[config.mk]
export PLATFORM = sky130hd
export DESIGN_NAME = quadrant_result_stage
export DESIGN_NICKNAME = d
export VERILOG_FILES = /design/src/rtl/quadrant_result_stage.sv
export SDC_FILE = /design/constraint.sdc
export NUM_CORES = 1
export LEC_CHECK = 0
export BUFFER_PORTS_ARGS = -buffer_cell sky130_fd_sc_hd__buf_2
export CORE_MARGIN = 5
export CORE_UTILIZATION = 45
export DETAILED_ROUTE_END_ITERATION = 6
export PLACE_DENSITY = 0.71
export SYNTH_ARGS = -nofsm -noshare
export SYNTH_HDL_FRONTEND = slang
export SYNTH_SLANG_ARGS = --single-unit
[constraint.sdc]
create_clock -name clk -period 5.9 [get_ports clk]
set_clock_uncertainty 0.15 [all_clocks]
set_input_delay 1.18 -clock clk [delete_from_list [all_inputs] [get_ports clk]]
set_output_delay 1.18 -clock clk [all_outputs]
set_load 0.03 [all_outputs]
[src/rtl/quadrant_result_stage.sv]
// ---------------------------------------------------------------------------
// quadrant_result_stage
//
// Purpose: folds raw CORDIC sin/cos back into the correct quadrant using the
// signed flip count from the angle normaliser. Negation saturates (MIN -> MAX).
// Results are optionally arithmetic-shifted into the output Q format and then
// queued in a small output FIFO with valid/ready handshakes on both sides.
// A counter tracks how many accepted samples needed a saturated negation.
//
// Ports:
//   clk, rst              rising-edge clock, synchronous active-high reset
//   in_valid / in_ready   input handshake; in_ready = occupancy < DEPTH
//   flips                 signed quadrant flip count (only flips mod 4 matters)
//   sin_in, cos_in        raw signed CORDIC outputs
//   tag_in                sideband tag carried alongside the sample
//   out_valid / out_ready output handshake for the FIFO head
//   sin_out, cos_out      corrected head sample, zero while out_valid = 0
//   tag_out               head tag, zero while out_valid = 0
//   sat_clr               synchronous clear of sat_count (wins over increment)
//   sat_count             saturating count of samples with a saturated negation
// ---------------------------------------------------------------------------
module quadrant_result_stage #(
  parameter int WIDTH     = 32,
  parameter int FLIP_W    = 3,
  parameter int TAG_W     = 4,
  parameter int OUT_SHIFT = 0,
  parameter int DEPTH     = 2,
  parameter int CNT_W     = 16
) (
  input  logic                    clk,
  input  logic                    rst,
  input  logic                    in_valid,
  output logic                    in_ready,
  input  logic [FLIP_W-1:0]       flips,
  input  logic [WIDTH-1:0]        sin_in,
  input  logic [WIDTH-1:0]        cos_in,
  input  logic [TAG_W-1:0]        tag_in,
  output logic                    out_valid,
  input  logic                    out_ready,
  output logic [WIDTH-1:0]        sin_out,
  output logic [WIDTH-1:0]        cos_out,
  output logic [TAG_W-1:0]        tag_out,
  input  logic                    sat_clr,
  output logic [CNT_W-1:0]        sat_count
);

  localparam int PTR_W = (DEPTH > 1) ? $clog2(DEPTH) : 1;
  localparam int OCC_W = $clog2(DEPTH + 1);

  localparam logic [WIDTH-1:0] DATA_MIN = {1'b1, {(WIDTH-1){1'b0}}};
  localparam logic [WIDTH-1:0] DATA_MAX = {1'b0, {(WIDTH-1){1'b1}}};

  typedef struct packed {
    logic [WIDTH-1:0] val;
    logic             sat;
  } neg_t;

  // Two's complement negation that clamps the single unrepresentable case.
  function automatic neg_t sat_neg(input logic [WIDTH-1:0] x);
    neg_t r;
    if (x == DATA_MIN) begin
      r.val = DATA_MAX;
      r.sat = 1'b1;
    end else begin
      r.val = -x;
      r.sat = 1'b0;
    end
    return r;
  endfunction

  // -------------------------------------------------------------------------
  // Quadrant correction
  // -------------------------------------------------------------------------
  // Only flips mod 4 matters; the upper bits are folded into a sink so the
  // full-width port stays meaningful to the producer without lint noise.
  logic       unused_flips_hi;
  logic [1:0] quad;
  assign quad            = flips[1:0];
  assign unused_flips_hi = ^flips;

  neg_t                    neg_s;
  neg_t                    neg_c;
  logic signed [WIDTH-1:0] sin_corr;
  logic signed [WIDTH-1:0] cos_corr;
  logic                    corr_sat;
  logic        [WIDTH-1:0] sin_shift;
  logic        [WIDTH-1:0] cos_shift;

  // NOTE: every signal assigned in an always_comb gets a default first, so
  // no path through the case can leave it unassigned and infer a latch.
  always_comb begin
    neg_s    = sat_neg(sin_in);
    neg_c    = sat_neg(cos_in);
    sin_corr = sin_in;
    cos_corr = cos_in;
    corr_sat = 1'b0;
    unique case (quad)
      2'd0: begin
        // abs(c): only a negative cosine goes through the negator.
        sin_corr = sin_in;
        if (cos_in[WIDTH-1]) begin
          cos_corr = neg_c.val;
          corr_sat = neg_c.sat;
        end
      end
      2'd1: begin
        sin_corr = neg_c.val;
        cos_corr = sin_in;
        corr_sat = neg_c.sat;
      end
      2'd2: begin
        sin_corr = neg_s.val;
        cos_corr = neg_c.val;
        corr_sat = neg_s.sat | neg_c.sat;
      end
      default: begin
        sin_corr = cos_in;
        cos_corr = neg_s.val;
        corr_sat = neg_s.sat;
      end
    endcase
    // Sign-filling shift: rounds toward -inf.
    sin_shift = sin_corr >>> OUT_SHIFT;
    cos_shift = cos_corr >>> OUT_SHIFT;
  end

  // -------------------------------------------------------------------------
  // Output FIFO
  // -------------------------------------------------------------------------
  logic [WIDTH-1:0] sin_mem_q [DEPTH];
  logic [WIDTH-1:0] cos_mem_q [DEPTH];
  logic [TAG_W-1:0] tag_mem_q [DEPTH];

  logic [PTR_W-1:0] wr_ptr_q, wr_ptr_d;
  logic [PTR_W-1:0] rd_ptr_q, rd_ptr_d;
  logic [OCC_W-1:0] occ_q, occ_d;
  logic [CNT_W-1:0] sat_count_q, sat_count_d;

  logic push;
  logic pop;

  // Ready comes only from registered occupancy, never from out_ready.
  assign in_ready  = (occ_q < OCC_W'(DEPTH));
  assign out_valid = (occ_q != '0);
  // A sample presented during reset must not be captured.
  assign push      = in_valid && in_ready && !rst;
  assign pop       = out_valid && out_ready;

  always_comb begin
    wr_ptr_d    = wr_ptr_q;
    rd_ptr_d    = rd_ptr_q;
    occ_d       = occ_q;
    sat_count_d = sat_count_q;

    // DEPTH is a power of two, so the natural pointer wrap is modulo DEPTH.
    if (push) wr_ptr_d = wr_ptr_q + PTR_W'(1);
    if (pop)  rd_ptr_d = rd_ptr_q + PTR_W'(1);

    unique case ({push, pop})
      2'b10:   occ_d = occ_q + OCC_W'(1);
      2'b01:   occ_d = occ_q - OCC_W'(1);
      default: occ_d = occ_q;
    endcase

    if (sat_clr) begin
      sat_count_d = '0;
    end else if (push && corr_sat && (sat_count_q != '1)) begin
      sat_count_d = sat_count_q + CNT_W'(1);
    end
  end

  // NOTE: sequential state uses non-blocking assignments so every flop
  // samples pre-edge values regardless of process evaluation order.
  always_ff @(posedge clk) begin
    if (rst) begin
      wr_ptr_q    <= '0;
      rd_ptr_q    <= '0;
      occ_q       <= '0;
      sat_count_q <= '0;
    end else begin
      wr_ptr_q    <= wr_ptr_d;
      rd_ptr_q    <= rd_ptr_d;
      occ_q       <= occ_d;
      sat_count_q <= sat_count_d;
    end
  end

  // NOTE: the storage array is deliberately not reset; occupancy gates
  // every read, and the outputs are forced to zero while empty.
  always_ff @(posedge clk) begin
    if (push) begin
      sin_mem_q[wr_ptr_q] <= sin_shift;
      cos_mem_q[wr_ptr_q] <= cos_shift;
      tag_mem_q[wr_ptr_q] <= tag_in;
    end
  end

  assign sin_out   = out_valid ? sin_mem_q[rd_ptr_q] : '0;
  assign cos_out   = out_valid ? cos_mem_q[rd_ptr_q] : '0;
  assign tag_out   = out_valid ? tag_mem_q[rd_ptr_q] : '0;
  assign sat_count = sat_count_q;

endmodule

==> key figures, run 1 <==
Outcome
  – Status: complete, no violations

Timing
  – Period utilization: 0.795
  – Fmax: 213 MHz
  – Relative slew slack: 0.294
  – Slew Viols, Final: 0
  – Setup TNS: 0 ns
  – Unrepaired setup endpoints after global routing: no
  – Final number of setup-violating endpoints: 0
  – Hold slack final: 0.367 ns
  – Slew @ Worst Pin: 1.06 ns
  – Final hold vios: 0
  – Final min period: 4.69 ns

Placement
  – Placer Congestion: 0.941
  – Placed inst area: 10,500 µm²
  – Hpwl dp: 19.4 mm
  – Buffers on Ports: 160

CTS
  – Post-CTS sizing: 0
  – Num CTS Buffers: 17
  – CTS tree: done
  – Htree depth: 4
  – Maximum buffer depth of the clock tree: 2
  – Post-CTS Hold Buffers: 0
  – Clk pin slew, worst setup/hold paths: 0.07 ns
  – Clk Tree Root Cell: clkbuf_16
  – Post-CTS setup buffer count: 0
  – Clk sinks: 157
  – Skew-Pair Late Insertion Delay: 0.44 ns

Synthesis
  – Register bit total from synthesis: 157
  – Synth Cell Area: 9540 µm²
  – Yosys Warn Count: 0
  – Synthesized instance count: 991
  – Avg Cell Area, Syn: 9.63 µm²
  – Primary FF master, synth: edfxtp_1
  – Fraction of registers with async set/reset: 0
  – Post-synth EDFFs: 136
  – Cell variety after synth: 65
  – Post-synthesis net count: 1,071
  – Sequential area share after synthesis: 0.472

GRT
  – Pin count of the biggest net entering global routing: 89
  – Overall Global Routing Usage: 0.231
  – Global-route wire length before repair: 44.1 mm
  – Global route overflow: 0
  – Initial antenna violation count: 5
  – Vias in the first global route: 7,900

Drt
  – Final wirelength: 28.8 mm
  – DRT iter0 DRCs: 1,012
  – Avg Vias per Cell: 6.11
  – Antenna-violating nets left: 0
  – Routed length per instance: 20.6 µm
  – Pre-Repair DR Iteration Count: 6
  – Vias: 8,556
  – Remaining DRCs: 0

Worst setup path
  – Crit path DAT: 4.76 ns
  – Worst Path Class, Setup: in2reg
  – Crit end category: register
  – Crit-path max FO: 15
  – Nature of the critical path startpoint: primary input
  – Worst Path Required: 5.97 ns

Run
  – Max-cap violations: 0

Floorplanning
  – FP Rows: 53
  – IO Pins: 162
  – Die X: 156 µm
  – Full die area: 24,200 µm²
  – Core ar.: 21,000 µm²
  – Die height: 156 µm
  – Initial Util: 0.455

Power and ir drop
  – Total chip power: 3.78 mW
  – Power per cell area: 340 nW/µm²
  – Maximum vdd drop: 217 µV
  – LEAKAGE: 3.97 nW

Final layout
  – Layout overhead on the synthesized area: 16.6%
  – Final Cell Area: 11,100 µm²
  – Util after Layout: 0.531
  – # fillers: 1,980
  – Layout cells sized above 1: 0.211
  – Nets: 1,188

Min path
  – Worst Hold Class: reg2reg
power breakdown:
part / total (mW) / internal, mW / switching (mW) / leakage, nW
combinational: 1.30 / 0.398 / 0.905 / 2.26
clock: 1.09 / 0.627 / 0.464 / 0.299
sequential: 1.39 / 1.31 / 0.0790 / 1.41
total: 3.78 / 2.34 / 1.45 / 3.97
synth_stat cells, types with 9 or more instances:
library cell / number / area share
edfxtp_1: 136 / 0.43
nand4_1: 15 / 0.0098
inv_1: 18 / 0.0071
a21oi_1: 54 / 0.028
o21ai_0: 54 / 0.028
xor2_1: 16 / 0.015
nor4_1: 21 / 0.014
nand2_1: 64 / 0.025
o22ai_1: 28 / 0.018
buf_1: 12 / 0.0047
clkbuf_1: 63 / 0.025
nor3_1: 39 / 0.020
or3_1: 30 / 0.020
a211oi_1: 10 / 0.0079
mux2i_1: 72 / 0.076
or4_1: 14 / 0.011
nand3_1: 19 / 0.010
xnor2_1: 31 / 0.028
dfxtp_1: 21 / 0.044
a31oi_1: 9 / 0.0059
nor2_1: 134 / 0.053
o221ai_1: 24 / 0.022
stage by stage:
stage	setup slack (ns)	instances
global placement	0.952	1364
detailed placement	0.937	1364
finish	1.21	1401
CTS	1.34	1396
floorplan	0.436	991
global route	1.09	1400
path summary, 6_finish.rpt:
check	startpoint	end	slack [ns]	depth (start not counted)
worst max-delay path	sin_in[1]	cos_mem_q[1][28]	1.21	10
worst min-delay path	sat_count[14]	sat_count[14]	0.37	2
worst max register to register	occ_q[1]	sat_count[9]	3.42	6
worst min register to register	sat_count[14]	sat_count[14]	0.37	2
cell usage in the layout (no fill, tap or decap), drive strengths merged, types with 4 or more instances in the layout:
cell     Yosys  final
a211oi      10     10
a21oi       54     54
a2bb2oi      8      8
a31oi        9      9
and2         5      5
and3         8      8
buf         17    179
clkbuf      64     22
dfxtp       21     21
diode        0      5
edfxtp     136    136
ha           4      4
inv         18     25
mux2i       72     72
mux4         5      5
nand2       64     64
nand2b       5      5
nand3       19     19
nand4       15     15
nand4b       4      4
nor2       134    134
nor3        40     40
nor4        22     22
o21ai       57     57
o221ai      24     24
o22ai       28     28
o31ai        7      7
or2          5      5
or3         30     30
or3b         4      4
or4         15     15
xnor2       31     31
xor2        16     16
layout make-up:
type / count / area, µm² / area share
diodes: 5 / 12.5 / 0.00112
clock buffers: 22 / 517 / 0.0464
clock inverters: 10 / 70.1 / 0.00629
inverters: 18 / 67.6 / 0.00607
multi-input cells: 735 / 4670 / 0.419
flip-flops and latches: 157 / 4510 / 0.405
well taps: 275 / 344 / 0.0309
repair buffers: 179 / 943 / 0.0848
flip-flops by register name (all words and copies together) (netlist names), named ones only:
signal and cells:
tag_mem_q 8, sat_count 16, sin_mem_q 64, occ_q 2, cos_mem_q 64, rd_ptr_q 1
wr_ptr_q 1
worst max-delay path, cell delays in order:
cell      delay [ns]
buf_2           0.11
inv_1           0.07
ha_1            0.21
or4b_2          0.68
nand2b_1        0.20
buf_4           0.21
or4_1           0.87
nand2_1         0.74
nor2_1          0.13
a211oi_1        0.35
cell families after synthesis:
family | Yosys count | synth area share
AO/OA/AOI/OAI | 227 | 0.152
XOR/XNOR | 47 | 0.0431
adder cells (fa/ha/maj) | 4 | 0.00524
buffers and inverters | 99 | 0.0413
flip-flops | 157 | 0.472
multiplexers | 79 | 0.0897
AND/OR/NAND/NOR | 378 | 0.197
routing by layer:
layer / track usage / part of all wire / wire [µm]
met4: 0.0905 / 0.026 / 754
met3: 0.0533 / 0.094 / 2700
met5: 0 / 0.00024 / 7
met1: 0.326 / 0.43 / 12400
met2: 0.345 / 0.45 / 13000
(Power assumes the default switching activity.)
==> run 2: changes to the inputs <==
==> constraint.sdc (replaced) <==
create_clock -name clk -period 4.9 [get_ports clk]
set_clock_uncertainty 0.15 [all_clocks]
set_input_delay 0.98 -clock clk [delete_from_list [all_inputs] [get_ports clk]]
set_output_delay 0.98 -clock clk [all_outputs]
set_load 0.03 [all_outputs]
==> run 2 against run 1 <==
Effect of this change:
- die area is the same
- core utilization grew 0.23 points
- cell count grew 0.57%
- worst setup slack lost 0.17 ns
- sequential power grew 19%
==> key figures, run 2 (synthesis results as in run 1) <==
CTS
  – Clk Tree Root Cell: clkbuf_16
  – Post-CTS setup buffer count: 0 (unchanged)
  – Clk pin slew, worst setup/hold paths: 0.07 ns (about the same)
  – Num CTS Buffers: 17 (unchanged)
  – Clk sinks: 157 (unchanged)
  – Post-CTS sizing: 0 (unchanged)
  – CTS tree: done
  – Skew-Pair Late Insertion Delay: 0.43 ns (about the same)
  – Post-CTS Hold Buffers: 0 (unchanged)
  – Maximum buffer depth of the clock tree: 2 (unchanged)
  – Htree depth: 4 (unchanged)

Worst setup path
  – Crit end category: register
  – Worst Path Class, Setup: in2reg
  – Crit path DAT: 3.93 ns (-0.83 ns)
  – Worst Path Required: 4.97 ns (-1.00 ns)
  – Crit-path max FO: 12 (-3)
  – Nature of the critical path startpoint: primary input

Drt
  – Avg Vias per Cell: 6.08 (-0.47%)
  – Final wirelength: 28.7 mm (-0.40%)
  – Vias: 8,564 (+0.094%)
  – Highest routed layer: met5
  – Met1 WL: 12.4 mm (+0.36%)
  – Routed length per instance: 20.4 µm (-0.96%)
  – Met3 Routed Length: 2.49 mm (-7.9%)
  – Pre-Repair DR Iteration Count: 5 (-1)
  – Remaining DRCs: 0 (unchanged)
  – Antenna-violating nets left: 0 (unchanged)
  – DRT iter0 DRCs: 1,013 (+0.099%)
  – WL met2: 13.2 mm (+1.2%)

Power and ir drop
  – Gate power share: 0.353 (+0.009)
  – Power per cell area: 404 nW/µm² (+19%)
  – Switching Fraction: 0.378 (-0.00410)
  – Maximum vdd drop: 263 µV (+21%)
  – Clk network pwr share: 0.282 (-0.006)
  – LEAKAGE: 3.98 nW (+0.34%)
  – Seq pwr share: 0.366 (-0.002)
  – P_sw: 1.71 mW (+18%)
  – Total chip power: 4.52 mW (+19%)
  – Pint: 2.81 mW (+20%)

Timing
  – Slew Viols, Final: 0 (unchanged)
  – Final hold vios: 0 (unchanged)
  – Final number of setup-violating endpoints: 0 (unchanged)
  – Fmax: 259 MHz
  – Relative slew slack: 0.439 (+0.145)
  – Hold slack final: 0.349 ns (-0.0183 ns)
  – Slew @ Worst Pin: 0.836 ns (-0.222 ns)
  – Final worst slack: 1.04 ns (-0.168 ns)
  – Period utilization: 0.788
  – Unrepaired setup endpoints after global routing: no
  – Final min period: 3.86 ns

Final layout
  – # fillers: 1,892 (-4.4%)
  – Layout overhead on the synthesized area: 17.1%
  – Most frequent cells in the layout: 160 x buf_2, 136 x edfxtp_1, 131 x nor2_1
  – Sequential cell area: 4510 µm² (unchanged)
  – Commonest non-fill, non-tap cell in the layout: buf_2
  – Multi-input combinational cell area: 4670 µm² (unchanged)
  – Final Cell Area: 11,200 µm² (+0.44%)
  – Layout cells sized above 1: 0.213 (+0.00204)
  – Nets: 1,197 (+0.76%)

GRT
  – Overall Global Routing Usage: 0.232 (+0.00168)
  – Pin count of the biggest net entering global routing: 52 (-42%)
  – Global route overflow: 0 (unchanged)
  – Vias in the first global route: 8,001 (+1.3%)
  – Initial antenna violation count: 5 (unchanged)
  – Global-route wire length before repair: 44.5 mm (+1.1%)

Min path
  – Worst Hold Class: reg2reg

Floorplanning
  – Die height: 156 µm (unchanged)
  – Die X: 156 µm (unchanged)
  – Initial Util: 0.455 (unchanged)
  – FP Rows: 53 (unchanged)
  – Full die area: 24,200 µm² (unchanged)
  – IO Pins: 162 (unchanged)
  – Core ar.: 21,000 µm² (unchanged)

Placement
  – Placer Congestion: 0.946 (+0.55%)
  – Buffers on Ports: 160 (unchanged)
  – Placed inst area: 10,600 µm² (+0.76%)
  – Hpwl dp: 20.5 mm (+5.5%)
  – Worst slack, placed: 0.667 ns (-0.269 ns)

Run
  – Max-cap violations: 0 (unchanged)

Outcome
  – Status: complete, no violations
==> run 2: cell types whose count changed in the layout (fill, tap and decap cells not counted), sizes merged <==
cell and delta:
buf +9, inv -6, clkbuf -3, clkinv +3, clkinvlp +3, bufinv +2
==> run 2: worst max-delay path, stage by stage <==
cell and delay, ns:
buf_2 0.12, inv_1 0.07, ha_1 0.20, or4b_2 0.67
nand2b_1 0.36, or4_1 0.70, nand2_1 0.49, o221ai_1 0.17
o21ai_0 0.17
==> run 2: cell type report <==
class | instances | share of cell area
repair buffers | 188 | 0.0915
clock buffers | 19 | 0.0387
diodes | 5 | 0.00112
clock inverters | 12 | 0.0110
multi-input cells | 735 | 0.418
flip-flops and latches | 157 | 0.403
inverters | 18 | 0.00604
well taps | 275 | 0.0308
==> run 2: path summary, 6_finish.rpt <==
| check | slack [ns] | endpoint | from | cells past startpoint |
|---|---|---|---|---|
| worst max register to register | 2.20 | occ_q[1] | occ_q[1] | 7 |
| worst min-delay path | 0.35 | sat_count[9] | sat_count[9] | 2 |
| worst max-delay path | 1.04 | sin_mem_q[0][15] | sin_in[1] | 9 |
| worst min register to register | 0.35 | sat_count[9] | sat_count[9] | 2 |
==> run 2: layer usage <==
metal  global-route usage  up-vias
li1                     -     4014
met4               0.0880        2
met5                    0        -
met3               0.0449       40
met2                0.351      449
met1                0.334     4059
==> run 2: power groups by stage <==
stage          sequential [mW]  combinational, mW  clock [mW]
2_1_floorplan             1.63               1.17           0
3_3_place_gp              1.68               1.58           0
3_5_place_dp              1.68               1.60           0
4_1_cts                   1.65               1.61        1.29
5_1_grt                   1.66               1.73        1.35
6_report                  1.65               1.59        1.27
==> run 2: per-stage QoR <==
step,std cells,utilization,setup TNS [ns]
floorplan,991,-,-49.46
global placement,1373,0.506,0
detailed placement,1373,0.506,0
CTS,1404,0.533,0
global route,1408,0.533,0
finish,1409,0.533,0
==> run 3: changes to the inputs <==
--- a/config.mk
+++ b/config.mk
@@ -5,6 +5,7 @@
 export SDC_FILE = /design/constraint.sdc
 export NUM_CORES = 1
 export LEC_CHECK = 0
+export ABC_AREA = 1
 export BUFFER_PORTS_ARGS = -buffer_cell sky130_fd_sc_hd__buf_2
 export CORE_MARGIN = 5
 export CORE_UTILIZATION = 45
==> constraint.sdc (replaced) <==
create_clock -name clk -period 3.72 [get_ports clk]
set_clock_uncertainty 0.15 [all_clocks]
set_input_delay 0.744 -clock clk [delete_from_list [all_inputs] [get_ports clk]]
set_output_delay 0.744 -clock clk [all_outputs]
set_load 0.03 [all_outputs]
==> run 3 against run 2 <==
Effect of this change:
- design area increased by 6.7%
- worst setup slack got worse by 0.29 ns
- synthesized cell count grew 37%
- clock-buffer cell count shrank 2
- sequential power grew 28%
- total power rose by 31%
- critical path type is now reg2out
- highest routed layer unchanged
==> key figures, run 3 <==
Timing
  – Fmax: 337 MHz
  – Setup TNS: 0 ns (unchanged)
  – Final worst slack: 0.753 ns (-0.286 ns)
  – Final min period: 2.97 ns
  – Slew Viols, Final: 0 (unchanged)
  – Relative slew slack: 0.461 (+0.0219)
  – Unrepaired setup endpoints after global routing: no
  – Period utilization: 0.798
  – Final hold vios: 0 (unchanged)
  – Final number of setup-violating endpoints: 0 (unchanged)
  – Slew @ Worst Pin: 0.806 ns (-0.0299 ns)

Synthesis
  – Synth Cell Area: 10,100 µm² (+5.9%)
  – Synthesized instance count: 1,360 (+37%)
  – Avg Cell Area, Syn: 7.43 µm² (-23%)
  – Synth top area share: 0.404 (-0.0237)
  – Post-synth EDFFs: 136 (unchanged)
  – Synth top area cells: edfxtp_1 40%, nand2_1 16%, nand3_1 6.1%, a21oi_1 6.0%, nor2_1 4.3%
  – Yosys Warn Count: 0 (unchanged)
  – Register bit total from synthesis: 157 (unchanged)
  – Count leader, synth: nand2_1
  – Post-synthesis net count: 1,440 (+34%)
  – Sequential area share after synthesis: 0.446 (-0.0261)
  – Primary FF master, synth: edfxtp_1
  – Dominant cell type by area after synthesis: edfxtp_1
  – Cell variety after synth: 41 (-37%)
  – Fraction of registers with async set/reset: 0 (unchanged)
  – Post-synth top cells: 438 x nand2_1, 136 x edfxtp_1, 123 x nand3_1, 122 x a21oi_1, 117 x nor2_1

Floorplanning
  – Initial Util: 0.460 (+0.00466)
  – Die height: 160 µm (+2.7%)
  – Die X: 160 µm (+2.7%)
  – IO Pins: 162 (unchanged)
  – Core ar.: 22,000 µm² (+4.8%)
  – Full die area: 25,500 µm² (+5.5%)
  – FP Rows: 54 (+1.9%)

CTS
  – Htree depth: 4 (unchanged)
  – Post-CTS Hold Buffers: 0 (unchanged)
  – Num CTS Buffers: 17 (unchanged)
  – Clk Tree Root Cell: clkbuf_16
  – Clk pin slew, worst setup/hold paths: 0.07 ns (about the same)
  – Maximum buffer depth of the clock tree: 2 (unchanged)
  – Clk sinks: 157 (unchanged)
  – Skew-Pair Late Insertion Delay: 0.44 ns (about the same)
  – Post-CTS sizing: 0 (unchanged)
  – CTS tree: done
  – Post-CTS setup buffer count: 0 (unchanged)

Power and ir drop
  – Power per cell area: 495 nW/µm² (+22%)
  – Maximum vdd drop: 344 µV (+31%)
  – LEAKAGE: 5.02 nW (+26%)
  – Total chip power: 5.90 mW (+31%)

Drt
  – Routed length per instance: 18.9 µm (-7.3%)
  – Remaining DRCs: 0 (unchanged)
  – Vias: 10,232 (+19%)
  – Final wirelength: 34.0 mm (+19%)
  – WL met2: 15.5 mm (+17%)
  – Met3 Routed Length: 3.01 mm (+21%)
  – Antenna-violating nets left: 0 (unchanged)
  – Met1 WL: 14.4 mm (+16%)
  – Pre-Repair DR Iteration Count: 6 (+1)
  – Highest routed layer: met5
  – DRT iter0 DRCs: 1,239 (+22%)
  – Avg Vias per Cell: 5.68 (-6.5%)

Final layout
  – Commonest non-fill, non-tap cell in the layout: nand2_1
  – # fillers: 2,083 (+10%)
  – Layout overhead on the synthesized area: 18.1%
  – Nets: 1,587 (+33%)
  – Layout cells sized above 1: 0.182 (-0.0319)
  – Final Cell Area: 11,900 µm² (+6.7%)
  – Most frequent cells in the layout: 438 x nand2_1, 160 x buf_2, 136 x edfxtp_1

Worst setup path
  – Crit path DAT: 2.07 ns (-1.86 ns)
  – Nature of the critical path startpoint: register
  – Worst Path Class, Setup: reg2out
  – Crit end category: primary output
  – Crit-path max FO: 68 (+56)
  – Worst Path Required: 2.83 ns (-2.14 ns)

GRT
  – Pin count of the biggest net entering global routing: 69 (+33%)
  – Initial antenna violation count: 2 (-3)
  – Global route overflow: 0 (unchanged)
  – Global-route wire length before repair: 52.8 mm (+19%)
  – Vias in the first global route: 9,615 (+20%)
  – Overall Global Routing Usage: 0.261 (+0.0282)

Placement
  – Worst slack, placed: 0.630 ns (-0.0371 ns)
  – Hpwl dp: 25.0 mm (+22%)
  – Placer Congestion: 1.02 (+7.4%)
  – Placed inst area: 11,300 µm² (+6.7%)
  – Buffers on Ports: 160 (unchanged)

Min path
  – Worst Hold Class: reg2reg

Run
  – Max-cap violations: 0 (unchanged)

Outcome
  – Status: complete, no violations
run 3: area by class of cell:
cell class | count | area, µm² | area share
Timing Repair Buffer | 190 | 1090 | 0.0913
Clock buffer | 17 | 425 | 0.0357
Sequential cell | 157 | 4510 | 0.378
Inverter | 112 | 420 | 0.0352
Multi-Input combinational cell | 1029 | 4960 | 0.416
Tap cell | 280 | 350 | 0.0294
Clock inverter | 15 | 179 | 0.0150
Antenna cell | 1 | 2.50 | 0.000210
run 3: path summary, 6_finish.rpt:
check | from | endpoint | slack (ns) | depth (start not counted)
max | register | cos_out[28] | 0.75 | 4
min | rd_ptr_q | register | 0.31 | 1
max reg2reg | occ_q[1] | occ_q[1] | 1.54 | 10
min reg2reg | rd_ptr_q | register | 0.31 | 1
run 3: cell families (layout without fill, tap and decap cells):
group                    count (synthesis)  count (layout)  share of synthesized area
AO/OA/AOI/OAI                          239             239                      0.134
adder cells (fa/ha/maj)                  4               4                    0.00495
flip-flops                             157             157                      0.446
AND/OR/NAND/NOR                        769             769                      0.333
buffers and inverters                  174             334                     0.0672
other                                    0               1                          0
XOR/XNOR                                17              17                     0.0147
run 3: report_power, final:
part           leakage, nW  switching, mW  total, mW  internal, mW
logic                 3.30           1.47       1.97         0.499
registers             1.43         0.0376       2.11          2.07
clock network        0.297          0.807       1.82          1.02
total                 5.02           2.32       5.90          3.58
run 3: worst max-delay path, stage by stage (launching register included):
cell,delay [ns]
dfxtp_2,0.34
buf_4,0.56
nand2_1,0.11
a21oi_1,0.31
buf_2,0.26
run 3: metal layers:
metal,GRT usage,vias up
met3,0.0544,69
met5,0,-
met1,0.354,4723
met2,0.413,524
met4,0.0962,2
li1,-,4914
run 3: through the flow:
step	std cells	util	hold slack (ns)
2_1_floorplan	1360	-	0.275
3_3_place_gp	1768	0.516	0.278
3_5_place_dp	1768	0.516	0.288
4_1_cts	1800	0.543	0.303
5_1_grt	1801	0.543	0.324
6_report	1801	0.543	0.307
